===== src/rtl/irq_ctrl_pkg.sv =====
// Shared constants and register indices for the irq_ctrl interrupt controller.
package irq_ctrl_pkg;

   localparam int unsigned NLINES          = 32;
   localparam int unsigned ID_W            = 5;
   localparam int unsigned ADDR_W          = 3;
   localparam int unsigned CAUSE_VALID_BIT = 31;

   typedef enum logic [ADDR_W-1:0] {
      PEND  = 3'd0,
      ENA   = 3'd1,
      RAW   = 3'd2,
      CAUSE = 3'd3,
      SET   = 3'd4,
      MODE  = 3'd5,
      CTRL  = 3'd6,
      RSVD  = 3'd7
   } reg_idx_e;

   // Bit mask of the lines actually in use (lines at n and above read as zero).
   function automatic logic [NLINES-1:0] line_mask(input int unsigned n);
      logic [NLINES-1:0] m;
      m = '0;
      for (int unsigned i = 0; i < NLINES; i++) begin
         if (i < n) m[i] = 1'b1;
      end
      return m;
   endfunction

endpackage


===== src/rtl/irq_ctrl_if.sv =====
// Register bus shared by the timer, GPIO and interrupt controller slaves.
interface irq_ctrl_if
   import irq_ctrl_pkg::*;
#(
   parameter int unsigned WIDTH = 32
);
   logic              cs;
   logic              wen;
   logic [ADDR_W-1:0] addr;
   logic [WIDTH-1:0]  din;
   logic [WIDTH-1:0]  dout;

   modport master (output cs, wen, addr, din, input dout);
   modport slave  (input cs, wen, addr, din, output dout);
endinterface


===== src/rtl/irq_prio_enc.sv =====
// Lowest-index-first priority encoder: reports whether any request is set and its index.
module irq_prio_enc
   import irq_ctrl_pkg::*;
#(
   parameter int unsigned N = 32
) (
   input  logic [N-1:0]    req,
   output logic            any,
   output logic [ID_W-1:0] idx
);

   // Scan downward so the lowest set index is the last one written.
   always_comb begin
      any = 1'b0;
      idx = '0;
      for (int i = int'(N) - 1; i >= 0; i--) begin
         if (req[i]) begin
            any = 1'b1;
            idx = ID_W'(i);
         end
      end
   end

endmodule


===== src/rtl/irq_ctrl.sv =====
// Memory-mapped interrupt controller with edge/level pending latches and a registered request.
// Define IRQ_CTRL_SYNC_EN to add a 2-flop input synchronizer ahead of the raw sample.
module irq_ctrl
   import irq_ctrl_pkg::*;
#(
   parameter int unsigned WIDTH = 32,
   parameter int unsigned NIRQ  = 32
) (
   input  logic              clk,
   input  logic              reset,
   irq_ctrl_if.slave         bus,
   input  logic [NLINES-1:0] irqs,
   output logic              irq,
   output logic [ID_W-1:0]   irq_id
);

   localparam logic [NLINES-1:0] LINE_MASK = line_mask(NIRQ);
`ifdef IRQ_CTRL_SYNC_EN
   localparam int unsigned VLD_W = 4;
`else
   localparam int unsigned VLD_W = 2;
`endif

   logic [NLINES-1:0] src;
   logic [NLINES-1:0] raw_q, raw_d, pend_q, ena_q, mode_q;
   logic              gie_q;
   logic [VLD_W-1:0]  vld_q;
   logic [NLINES-1:0] set_v, clr_v, cause_clr, act, wdata, rdata;
   logic              wr, edge_ok, act_any, valid;
   logic [ID_W-1:0]   win_id;
   reg_idx_e          sel;

`ifdef IRQ_CTRL_SYNC_EN
   logic [NLINES-1:0] sync1_q, sync2_q;

   always_ff @(posedge clk) begin
      if (reset) begin
         sync1_q <= '0;
         sync2_q <= '0;
      end else begin
         sync1_q <= irqs;
         sync2_q <= sync1_q;
      end
   end

   assign src = sync2_q;
`else
   assign src = irqs;
`endif

   assign wr    = bus.cs & bus.wen;
   assign sel   = reg_idx_e'(bus.addr);
   assign wdata = bus.din[NLINES-1:0];

   // Edge detection stays off until raw_d holds a real post-reset sample.
   assign edge_ok = vld_q[VLD_W-1];

   assign set_v = ((mode_q & raw_q & ~raw_d & {NLINES{edge_ok}}) |
                   (~mode_q & raw_q) |
                   ((wr && sel == SET) ? wdata : '0)) & LINE_MASK;

   assign cause_clr = (wr && sel == CAUSE && irq) ? (NLINES'(1) << irq_id) : '0;
   assign clr_v     = ((wr && sel == PEND) ? wdata : '0) | cause_clr;

   assign act   = pend_q & ena_q;
   assign valid = gie_q & act_any;

   irq_prio_enc #(.N(NLINES)) u_prio (
      .req (act),
      .any (act_any),
      .idx (win_id)
   );

   always_ff @(posedge clk) begin
      if (reset) begin
         raw_q  <= '0;
         raw_d  <= '0;
         vld_q  <= '0;
         pend_q <= '0;
         ena_q  <= '0;
         mode_q <= '0;
         gie_q  <= 1'b0;
         irq    <= 1'b0;
         irq_id <= '0;
      end else begin
         raw_q  <= src & LINE_MASK;
         raw_d  <= raw_q;
         vld_q  <= {vld_q[VLD_W-2:0], 1'b1};
         pend_q <= ((pend_q & ~clr_v) | set_v) & LINE_MASK;
         if (wr && sel == ENA)  ena_q  <= wdata & LINE_MASK;
         if (wr && sel == MODE) mode_q <= wdata & LINE_MASK;
         if (wr && sel == CTRL) gie_q  <= wdata[0];
         irq    <= valid;
         irq_id <= valid ? win_id : '0;
      end
   end

   // CAUSE reflects the registered request so software sees what the CPU sees.
   always_comb begin
      rdata = '0;
      if (bus.cs) begin
         case (sel)
            PEND:    rdata = pend_q;
            ENA:     rdata = ena_q;
            RAW:     rdata = raw_q;
            CAUSE: begin
               rdata[CAUSE_VALID_BIT] = irq;
               rdata[ID_W-1:0]        = irq_id;
            end
            MODE:    rdata = mode_q;
            CTRL:    rdata[0] = gie_q;
            default: rdata = '0;
         endcase
      end
   end

   assign bus.dout = WIDTH'(rdata);

endmodule


===== src/flat_wrapper.sv =====
// flat-port wrapper written by rule: the top's interface ports become plain ports
module irq_ctrl_flat import irq_ctrl_pkg::*;
#(
   parameter int unsigned WIDTH = 32,
   parameter int unsigned NIRQ  = 32
)
  (clk, reset, irqs, irq, irq_id, bus_cs, bus_wen, bus_addr, bus_din, bus_dout);
  irq_ctrl_if #(.WIDTH(WIDTH)) bus_i ();
  input  logic clk;
  input  logic reset;
  input  logic [NLINES-1:0] irqs;
  output logic irq;
  output logic [ID_W-1:0] irq_id;
  input wire logic [$bits(bus_i.cs)-1:0] bus_cs;
  input wire logic [$bits(bus_i.wen)-1:0] bus_wen;
  input wire logic [$bits(bus_i.addr)-1:0] bus_addr;
  input wire logic [$bits(bus_i.din)-1:0] bus_din;
  output wire logic [$bits(bus_i.dout)-1:0] bus_dout;
  assign bus_i.cs = bus_cs;
  assign bus_i.wen = bus_wen;
  assign bus_i.addr = bus_addr;
  assign bus_i.din = bus_din;
  assign bus_dout = bus_i.dout;
  irq_ctrl #(.WIDTH(WIDTH), .NIRQ(NIRQ)) u_core (.clk(clk), .reset(reset), .bus(bus_i), .irqs(irqs), .irq(irq), .irq_id(irq_id));
endmodule

===== config.mk =====
export PLATFORM = sky130hd
export DESIGN_NAME = irq_ctrl_flat
export DESIGN_NICKNAME = d
export VERILOG_FILES = /design/src/rtl/irq_ctrl_pkg.sv /design/src/rtl/irq_ctrl_if.sv /design/src/rtl/irq_prio_enc.sv /design/src/rtl/irq_ctrl.sv /design/src/flat_wrapper.sv
export SDC_FILE = /design/constraint.sdc
export NUM_CORES = 1
export LEC_CHECK = 0
export CAP_MARGIN = 20
export CORE_MARGIN = 1
export CORE_UTILIZATION = 56
export CTS_BUF_LIST = sky130_fd_sc_hd__clkbuf_2
export CTS_CLUSTER_SIZE = 20
export DETAILED_ROUTE_END_ITERATION = 8
export PLACE_DENSITY_LB_ADDON = 0.08
export SYNTH_ARGS = -nofsm -noshare
export SYNTH_HDL_FRONTEND = slang
export SYNTH_SLANG_ARGS = --single-unit

===== constraint.sdc =====
create_clock -name clk -period 2.9 [get_ports clk]
set_input_delay 0.87 -clock clk [delete_from_list [all_inputs] [get_ports clk]]
set_output_delay 0.87 -clock clk [all_outputs]
set_load 0.01 [all_outputs]

==> results.ini <==
[placed_design]
post_dp_cell_area_um2=8880
gp_congestion=0.924
dp_hpwl_mm=15.6
portBuffers=108
pre_cts_slack_ps=-892

[cells_and_area]
layout-drive-gt1-share_pct=19.4
finalCoreUtilization_pct=75.2
final_cell_mix=nand2_1, dfxtp_1, a21oi_1, clkdlybuf4s50_1, nor2b_1
fin_area_um2=9570
layout.nets=1092
final_common_cell=nand2_1
area_delta_synth_final_pct=29.7

[power_and_ir_drop]
ir_worst_vdd_mv=0.325
leakagePower_nw=3.27
finalPower_mw=4.21
power.density_nw_per_um2=440

[synthesis]
synth_fp_nets=960
ys_async_sr_fraction_pct=0
yosysWarnings=0
synth_area_um2=7380
synthTopCellsByArea=dfxtp_1, nand2_1, a22oi_1
synth_cells=889
ys.flop_type=dfxtp_1
synth_seq_cells=169
synth-edff-count=0
yosys.area.top_type=dfxtp_1
synth_top_area_share_pct=45.8
syn_area_per_cell_um2=8.30
netlist-cell-type-count=45
ys_seq_area_share_pct=45.8

[timing]
fin_skew_ps=26.3
rsz0062_at_grt=yes
drv_slew=0
slew_headroom_pct=59.1
finalHoldViolations=0
finalSetupViolCount=0
worst_slew_pin_slew_ps=607
period_needed_ps=2900
tns_ps=0
setup_ws_ps=0.927
period_share_pct=100
clock.fmax_mhz=345

[clock_network]
h-tree-depth=4
clk_pin_slew_ps=210
tritoncts=yes
root_buffer=clkbuf_2
cts_hold_buf=0
insertion_delay_ps=760
clock_path_buffers=2
clkSinkCount=169
cts_buffers=17

[floorplan]
initial_utilization_pct=58.0
ioPinCount=109
die_height_um=117
die_area_um2=13600
core_area_um2=12700
die_w_um=117
rows=41

[drt]
viasPerCell=6.41
first_pass_iters=6
antenna_left=0
drc_errors=0
dr.first_iter.drc_count=1067
wl_mm=24.7
wl_per_cell_um=20.4
vias=7739

[global_route]
grt_max_degree=87
grt_pass1_wl_mm=37.7
antenna_found_initial=1
overflow=0
track_usage_pct=36.5
grt-busiest-layer=met2
grt_use_met3_pct=9.27
grtUsageMet2_pct=59.8
grt_use_met1_pct=45.5
grt_pass1_vias=7283

[worst_setup_path]
endpoint_kind=primary output
cp_max_fo=8
r2r_setup_slack_ps=1040
worstSetupStartpointType=input port
required_ps=2030
cp_data_arrival_time_ps=2030
path_cells=buf_8, buf_6, nor3_4, buf_6, buf_12, a22oi_2, a21oi_1, buf_2
critPathTopFamily=buffers and inverters
critPathSlowestCell=nor3_4
slowest_delay_ps=240
cp_common_cell=buf_6
crit_type=in2out
path_buf_inv=5

[hold_path]
hold_class=reg2reg

[run_status]
run_status=finished, final reports clean

[flow_run]
drv_cap=0

cells by family after synthesis:
group | count (synthesis) | share of synthesized area [%]
muxes | 5 | 0.695
and+or+nand+nor | 312 | 20.3
DFF | 169 | 45.8
buffers and inverters | 66 | 3.92
AOI/OAI and AO/OA | 337 | 29.3
sequential cells by signal, indices dropped and copies added, names as in the netlist:
name	flops
u_core.ena_q	32
u_core.gie_q	1
u_core.irq	1
u_core.irq_id	5
u_core.mode_q	32
u_core.pend_q	32
u_core.raw_d	32
u_core.raw_q	32
u_core.vld_q	2
per-stage QoR:
step / cells / hold slack (ps)
final: 1207 / 462
after global routing: 1206 / 469
after CTS: 1205 / 466
after detailed placement: 1152 / 432
after global placement: 1152 / 423
after floorplan: 889 / 414
synthesized netlist by cell type, drive strengths merged (6+ instances only):
cell type  number
nand3           7
a222oi          8
o211ai         34
buf            32
nor2           18
clkbuf         29
nand2         187
a22oi          87
o21ai          42
dfxtp         169
a22o           17
a21oi         130
nor3            6
nor2b          68
worst register-to-register path, delay by kind of cell (launching register included):
| family | cells | cell delay (ps) |
|---|---|---|
| flops | 1 | 400 |
| simple gates | 3 | 1030 |
| compound gates | 2 | 360 |
final cells by class:
cell class / count / area, µm²
multi-input cells: 654 / 3980
flip-flops and latches: 169 / 3390
fillers: 975 / 3150
repair buffers: 174 / 1750
well taps: 172 / 215
clock inverters: 14 / 124
clock buffers: 18 / 90.1
inverters: 5 / 18.8
diodes: 1 / 2.50
per-layer routing:
metal,vias up,share of wire [%]
li1,3479,-
met1,3675,39
met4,0,3.8
met3,85,10
met5,-,0
met2,500,46
report_power, final:
| group | switching [mW] | total (mW) | leakage, nW | internal (mW) |
|---|---|---|---|---|
| registers | 0.0830 | 2.50 | 1.39 | 2.42 |
| logic | 0.271 | 0.549 | 1.75 | 0.278 |
| clock network | 0.847 | 1.16 | 0.130 | 0.316 |
| total | 1.20 | 4.21 | 3.27 | 3.01 |
repair_timing:
item                                   CTS  global route
endpoints found under the hold margin    0             0
pin swaps                               27            41
buffers inserted                        16             4
resized for setup                      199            32
gates cloned                             6             0
setup endpoints to repair               32            35
path summary, 6_finish.rpt:
path | to | from | cells after the start
max | bus_dout[25] | bus_addr[1] | 8
min | u_core.vld_q[1] | u_core.vld_q[0] | 1
max reg2reg | u_core.irq_id[2] | u_core.pend_q[25] | 5
min reg2reg | u_core.vld_q[1] | u_core.vld_q[0] | 1
(Power assumes the default switching activity.)
==> RTL change 1: new RTL, config.mk and constraints unchanged <==
`ID_W`: 5 -> 7.
--- a/src/rtl/irq_ctrl_pkg.sv
+++ b/src/rtl/irq_ctrl_pkg.sv
@@ -2,7 +2,7 @@
 package irq_ctrl_pkg;
 
    localparam int unsigned NLINES          = 32;
-   localparam int unsigned ID_W            = 5;
+   localparam int unsigned ID_W            = 7;
    localparam int unsigned ADDR_W          = 3;
    localparam int unsigned CAUSE_VALID_BIT = 31;
 
Ports: changed (resized irq_id); port bits go from 109 to 111. No check against the original RTL was run, so the function may have changed too.
==> RTL change 1 against the unedited design <==
  * The flow now finishes with violations (setup timing)
  * Design area about the same
  * Global-route usage increased by 1.6 points
  * Setup slack got worse by 0.074 ns
  * Power shrank 0.30%
  * Final cell count up 1.9%
  * Via count increased by 2.5%
  * Synthesized area hardly changed
  * Clock skew increased by 0.010 ns
  * Worst hold slack better by 0.0024 ns
  * Non-clock buffer count grew 21
  * Sequential cell count is the same
  * Wire length rose by 5.3%
  * Synthesized cell count rose by 0.90%
  * Utilization is essentially flat
  * Critical endpoint is now bus_dout[0]
  * Largest power group unchanged
==> RTL change 1: results (changes against the unedited design) <==
** GRT
- The number of global-route vias before repair was 7,203 (-1.1%).
- Total routing resource utilization after global routing :: 0.3807 (+0.01551)
- GR Util met2 :: 0.6016 (+0.003550)
- Largest net degree at the start of global routing :: 77 (-11%)
- GR Layer Usage met1 :: 0.4946 (+0.03923)

** Outcome
- The run finished, with violations left.
- Violations in the final reports :: setup timing

** Route
- Number of vias in the routed layout :: 7,934 (+2.5%)
- The number of detailed-route iterations in the first pass is 9 (+3).
- The wire length per cell is 21.12 um (+3.3%).

** STA
- Setup TNS :: -0.3170 ns (-0.3170 ns)
- Setup ws final :: -0.07350 ns (-0.07442 ns)
- The worst-case hold slack is 0.4648 ns (+0.002425 ns).
- Setup violation total in the final timing report :: 12 (+12)
- Final worst clock skew :: 0.03632 ns (+0.01006 ns)

** Layout
- Share of layout cells above drive strength 1 :: 0.1883 (-0.006122)
- Filler-free cell count of the finished design :: 1,230 (+1.9%)

** Setup path
- Peak per-stage delay on the critical path :: 0.26 ns (+0.02 ns)
- In this design, the largest share of critical-path delay is due to compound AO/OA/AOI/OAI gates.
- Slowest library cell on the worst path :: sky130_fd_sc_hd__a221oi_4
- Setup slack of the worst register-to-register path :: 1.10 ns (+0.06 ns)

** Power and ir drop
- Worst vdd ir :: 0.0003821 V (+18%)
- The total leakage power is 3.377 nW (+3.3%).

** Yosys
- The share of the synthesized area in compound gates (AO/OA/AOI/OAI) came to 0.2901 (-0.002931).
- Cells taking the most area after synthesis :: sky130_fd_sc_hd__dfxtp_1 46%, sky130_fd_sc_hd__nand2_1 9.6%, sky130_fd_sc_hd__a21oi_1 8.8%
- By count the netlist is led by 189 x sky130_fd_sc_hd__nand2_1, 169 x sky130_fd_sc_hd__dfxtp_1, 130 x sky130_fd_sc_hd__a21oi_1.
- The count of unique library cells instantiated by Yosys is 44 (-2.2%).

** Placement
- Placement-stage worst setup slack :: -0.9940 ns (-0.1017 ns)
- Post-detailed-placement half-perimeter wirelength :: 15.94 mm (+1.9%)
- Global placement routability congestion :: 0.8837 (-4.3%)
-- RTL change 1: cell types whose count changed in the layout (fill, tap and decap cells not counted), moves of 10 or more --
cell / before / now
sky130_fd_sc_hd__buf_4: 38 / 53
sky130_fd_sc_hd__buf_6: 9 / 19
sky130_fd_sc_hd__a22oi_2: 26 / 12
sky130_fd_sc_hd__a22oi_1: 61 / 73
-- RTL change 1: repair_timing --
item,in CTS,in global routing
setup endpoints to repair,32,30
gates resized for setup,216,35
buffers inserted,23,15
cloned,4,1
pin swaps,18,23
hold buffers,0,0
-- RTL change 1: final timing paths --
kind / from / endpoint / cells after the start
max: bus_addr[1] / bus_dout[0] / 7
min: u_core.vld_q[0] / u_core.vld_q[1] / 1
max reg2reg: u_core.pend_q[17] / u_core.irq_id[2] / 5
min reg2reg: u_core.vld_q[0] / u_core.vld_q[1] / 1
-- RTL change 1: final cells by class --
cell class / count / area (um2)
fill: 984 / 3147
antenna: 1 / 2.502
multi-input combinational: 657 / 3870
clock inverter: 14 / 122.6
clock buffer: 17 / 85.08
inverter: 5 / 23.77
tap: 172 / 215.2
sequential: 169 / 3391
timing repair buffer: 195 / 1866
-- RTL change 1: cells by family (layout without fill, tap and decap cells) --
family / count (synthesis) / after routing
AO/OA/AOI/OAI: 335 / 335
AND/OR/NAND/NOR: 313 / 313
flip-flops: 169 / 169
multiplexers: 7 / 7
other: 1 / 3
buffers and inverters: 72 / 231
-- RTL change 1: layer usage --
metal  up-vias  share of wire  wire length (um)
li1       3526              -                 -
met4         0          0.040              1045
met2       495           0.47             12230
met3       100          0.096              2490
met5         -              0                 0
met1      3813           0.39             10210
-- RTL change 1: report_power, final --
part,total (mW),internal [mW],switching [mW]
combinational,0.546,0.275,0.271
sequential,2.50,2.42,0.0838
clock,1.15,0.309,0.844
total,4.20,3.00,1.20
==> RTL change 2: new RTL, same settings <==
Made on the original files. Register the output `irq_id` once more, with the module's reset; this adds one clock of latency there. The other outputs are not delayed to match.
--- a/src/rtl/irq_ctrl.sv
+++ b/src/rtl/irq_ctrl.sv
@@ -15,6 +15,8 @@
 );
 
    localparam logic [NLINES-1:0] LINE_MASK = line_mask(NIRQ);
+
+   logic [ID_W-1:0] irq_id_s0;
 `ifdef IRQ_CTRL_SYNC_EN
    localparam int unsigned VLD_W = 4;
 `else
@@ -59,7 +61,7 @@
                    (~mode_q & raw_q) |
                    ((wr && sel == SET) ? wdata : '0)) & LINE_MASK;
 
-   assign cause_clr = (wr && sel == CAUSE && irq) ? (NLINES'(1) << irq_id) : '0;
+   assign cause_clr = (wr && sel == CAUSE && irq) ? (NLINES'(1) << irq_id_s0) : '0;
    assign clr_v     = ((wr && sel == PEND) ? wdata : '0) | cause_clr;
 
    assign act   = pend_q & ena_q;
@@ -81,7 +83,7 @@
          mode_q <= '0;
          gie_q  <= 1'b0;
          irq    <= 1'b0;
-         irq_id <= '0;
+         irq_id_s0 <= '0;
       end else begin
          raw_q  <= src & LINE_MASK;
          raw_d  <= raw_q;
@@ -91,7 +93,7 @@
          if (wr && sel == MODE) mode_q <= wdata & LINE_MASK;
          if (wr && sel == CTRL) gie_q  <= wdata[0];
          irq    <= valid;
-         irq_id <= valid ? win_id : '0;
+         irq_id_s0 <= valid ? win_id : '0;
       end
    end
 
@@ -105,7 +107,7 @@
             RAW:     rdata = raw_q;
             CAUSE: begin
                rdata[CAUSE_VALID_BIT] = irq;
-               rdata[ID_W-1:0]        = irq_id;
+               rdata[ID_W-1:0]        = irq_id_s0;
             end
             MODE:    rdata = mode_q;
             CTRL:    rdata[0] = gie_q;
@@ -116,5 +118,13 @@
 
    assign bus.dout = WIDTH'(rdata);
 
+   always_ff @(posedge clk) begin
+      if (reset) begin
+         irq_id <= '0;
+      end else begin
+         irq_id <= irq_id_s0;
+      end
+   end
+
 endmodule
 
Formal check against the unedited RTL: not equivalent (Yosys sat finds a counterexample within 4 cycles, from zero or initial values and one cycle with reset high).
==> RTL change 2 against the unedited design <==
  * The run now ends with setup timing left
  * Critical path type unchanged
  * Design area increased by 0.21%
  * Critical path depth grew 1
  * First-iteration DRC count fell by 4.8%
  * Die area increased by 1.6%
  * Wire length hardly changed
  * Non-clock buffer count down 4
  * Critical endpoint is now bus_dout[0]
  * Sequential cell count increased by 5
  * Synthesized area is 1.7% higher
  * Setup slack worse by 0.097 ns
  * Synthesized cell count rose by 1.3%
  * Power grew 8.1%
  * Largest cell class unchanged
==> RTL change 2: results (changes against the unedited design) <==
** Route
- Detailed-route wire length per cell :: 20.36 um (-0.42%)
- Wirelength, routed :: 24.68 mm (about the same)
- Iteration-0 DRC count of the detailed router :: 1,016 (-4.8%)
- Detailed-routing iteration count for the pre-antenna-repair pass :: 8 (+2)
- The detailed-route via count is 7,762 (+0.30%).

** Clock network
- The clock edge transition at the registers on the reported setup and hold paths was 0.25 ns (+0.04 ns).

** Yosys
- By area the synthesized netlist is led by sky130_fd_sc_hd__dfxtp_1 46%, sky130_fd_sc_hd__a22oi_1 9.8%, sky130_fd_sc_hd__nand2_1 9.6%.
- Gate Count Post-Synth :: 901 (+1.3%)
- Unique masters post-synth :: 48 (+6.7%)

** Layout
- The number of diodes added for antenna fixing came to 0 (-1).
- Count of fill cells added during filler insertion :: 956 (-1.9%)
- The fraction of final layout cells sized beyond drive strength 1 is 0.1769 (-0.01747).

** GRT
- Largest net degree at the start of global routing :: 85 (-2.3%)
- Via count of the first global-routing pass :: 7,185 (-1.3%)
- Global-route wire length before repair :: 37.34 mm (-0.84%)
- Initial antenna violation count :: 0 (-1)

** Setup path
- Arrival time reported for the critical path endpoint :: 2.13 ns (+0.10 ns)
- The maximum fanout count along the critical path is 6 (-2).
- Largest delay share family, worst path :: buffers and inverters
- Slowest library cell on the worst path :: sky130_fd_sc_hd__nor2b_2

** STA
- The count of final setup violators is 1 (+1).
- The setup skew after layout is 0.02395 ns (-0.002311 ns).
- Setup ws final :: -0.09619 ns (-0.09711 ns)

** Power and ir drop
- The switching power of the nets came to 1.227 mW (+2.2%).
- The proportion of power drawn by combinational gates came to 0.113 (-0.017).
- The total leakage power came to 3.325 nW (+1.7%).
- Worst vdd ir :: 0.0003553 V (+9.4%)
- The power share of the sequential group came to 0.563 (-0.030).

** Outcome
- The flow ran to the end, but the final reports show violations.
- The checks that failed: setup timing.

** Placement
- The cell total after placement was 1,158 (+0.52%).
- Global placement routability congestion :: 0.9147 (-0.99%)
- Post-detailed-placement half-perimeter wirelength :: 15.31 mm (-2.0%)
[RTL change 2: per-stage QoR]
| step | total power [mW] | util | hold slack, ns | setup WS (ns) | cell area [um2] |
|---|---|---|---|---|---|
| after floorplan | 2.800 | - | 0.4138 | 0.06835 | 7505 |
| after global placement | 3.028 | 0.6972 | 0.4172 | -0.9010 | 8941 |
| after detailed placement | 3.044 | 0.6972 | 0.4234 | -0.9239 | 8941 |
| after CTS | 4.510 | 0.7278 | 0.4610 | -0.02781 | 9334 |
| after global routing | 4.693 | 0.7479 | 0.4810 | -0.1148 | 9592 |
| final | 4.551 | 0.7479 | 0.4635 | -0.09619 | 9592 |
[RTL change 2: kinds of logic (layout without fill, tap and decap cells)]
family	Yosys count	in the layout	share of synthesized area
buffers and inverters	68	207	0.03884
and+or+nand+nor	317	317	0.2016
AOI/OAI and AO/OA	337	337	0.2886
muxes	5	5	0.006836
DFF	174	174	0.4642
[RTL change 2: final timing paths]
kind         slack (ns)             endpoint  cells after the start
min reg2reg        0.46      u_core.vld_q[1]                      1
max reg2reg        0.87  u_core.irq_id_s0[0]                      5
max                -0.1          bus_dout[0]                      9
min                0.46      u_core.vld_q[1]                      1
[RTL change 2: routing by layer]
metal / global-route usage / up-vias / wire length (um)
met1: 0.4338 / 3672 / 9692
met3: 0.07074 / 95 / 2376
li1: - / 3494 / -
met4: 0.1763 / 0 / 1049
met2: 0.5456 / 501 / 11560
met5: 0 / - / 0
[RTL change 2: layout make-up]
type,instances,area share
Inverter,5,0.001957
Clock buffer,17,0.008870
Multi-Input combinational cell,659,0.4048
Timing Repair Buffer,170,0.1752
Sequential cell,174,0.3651
Clock inverter,15,0.02165
Tap cell,172,0.02244
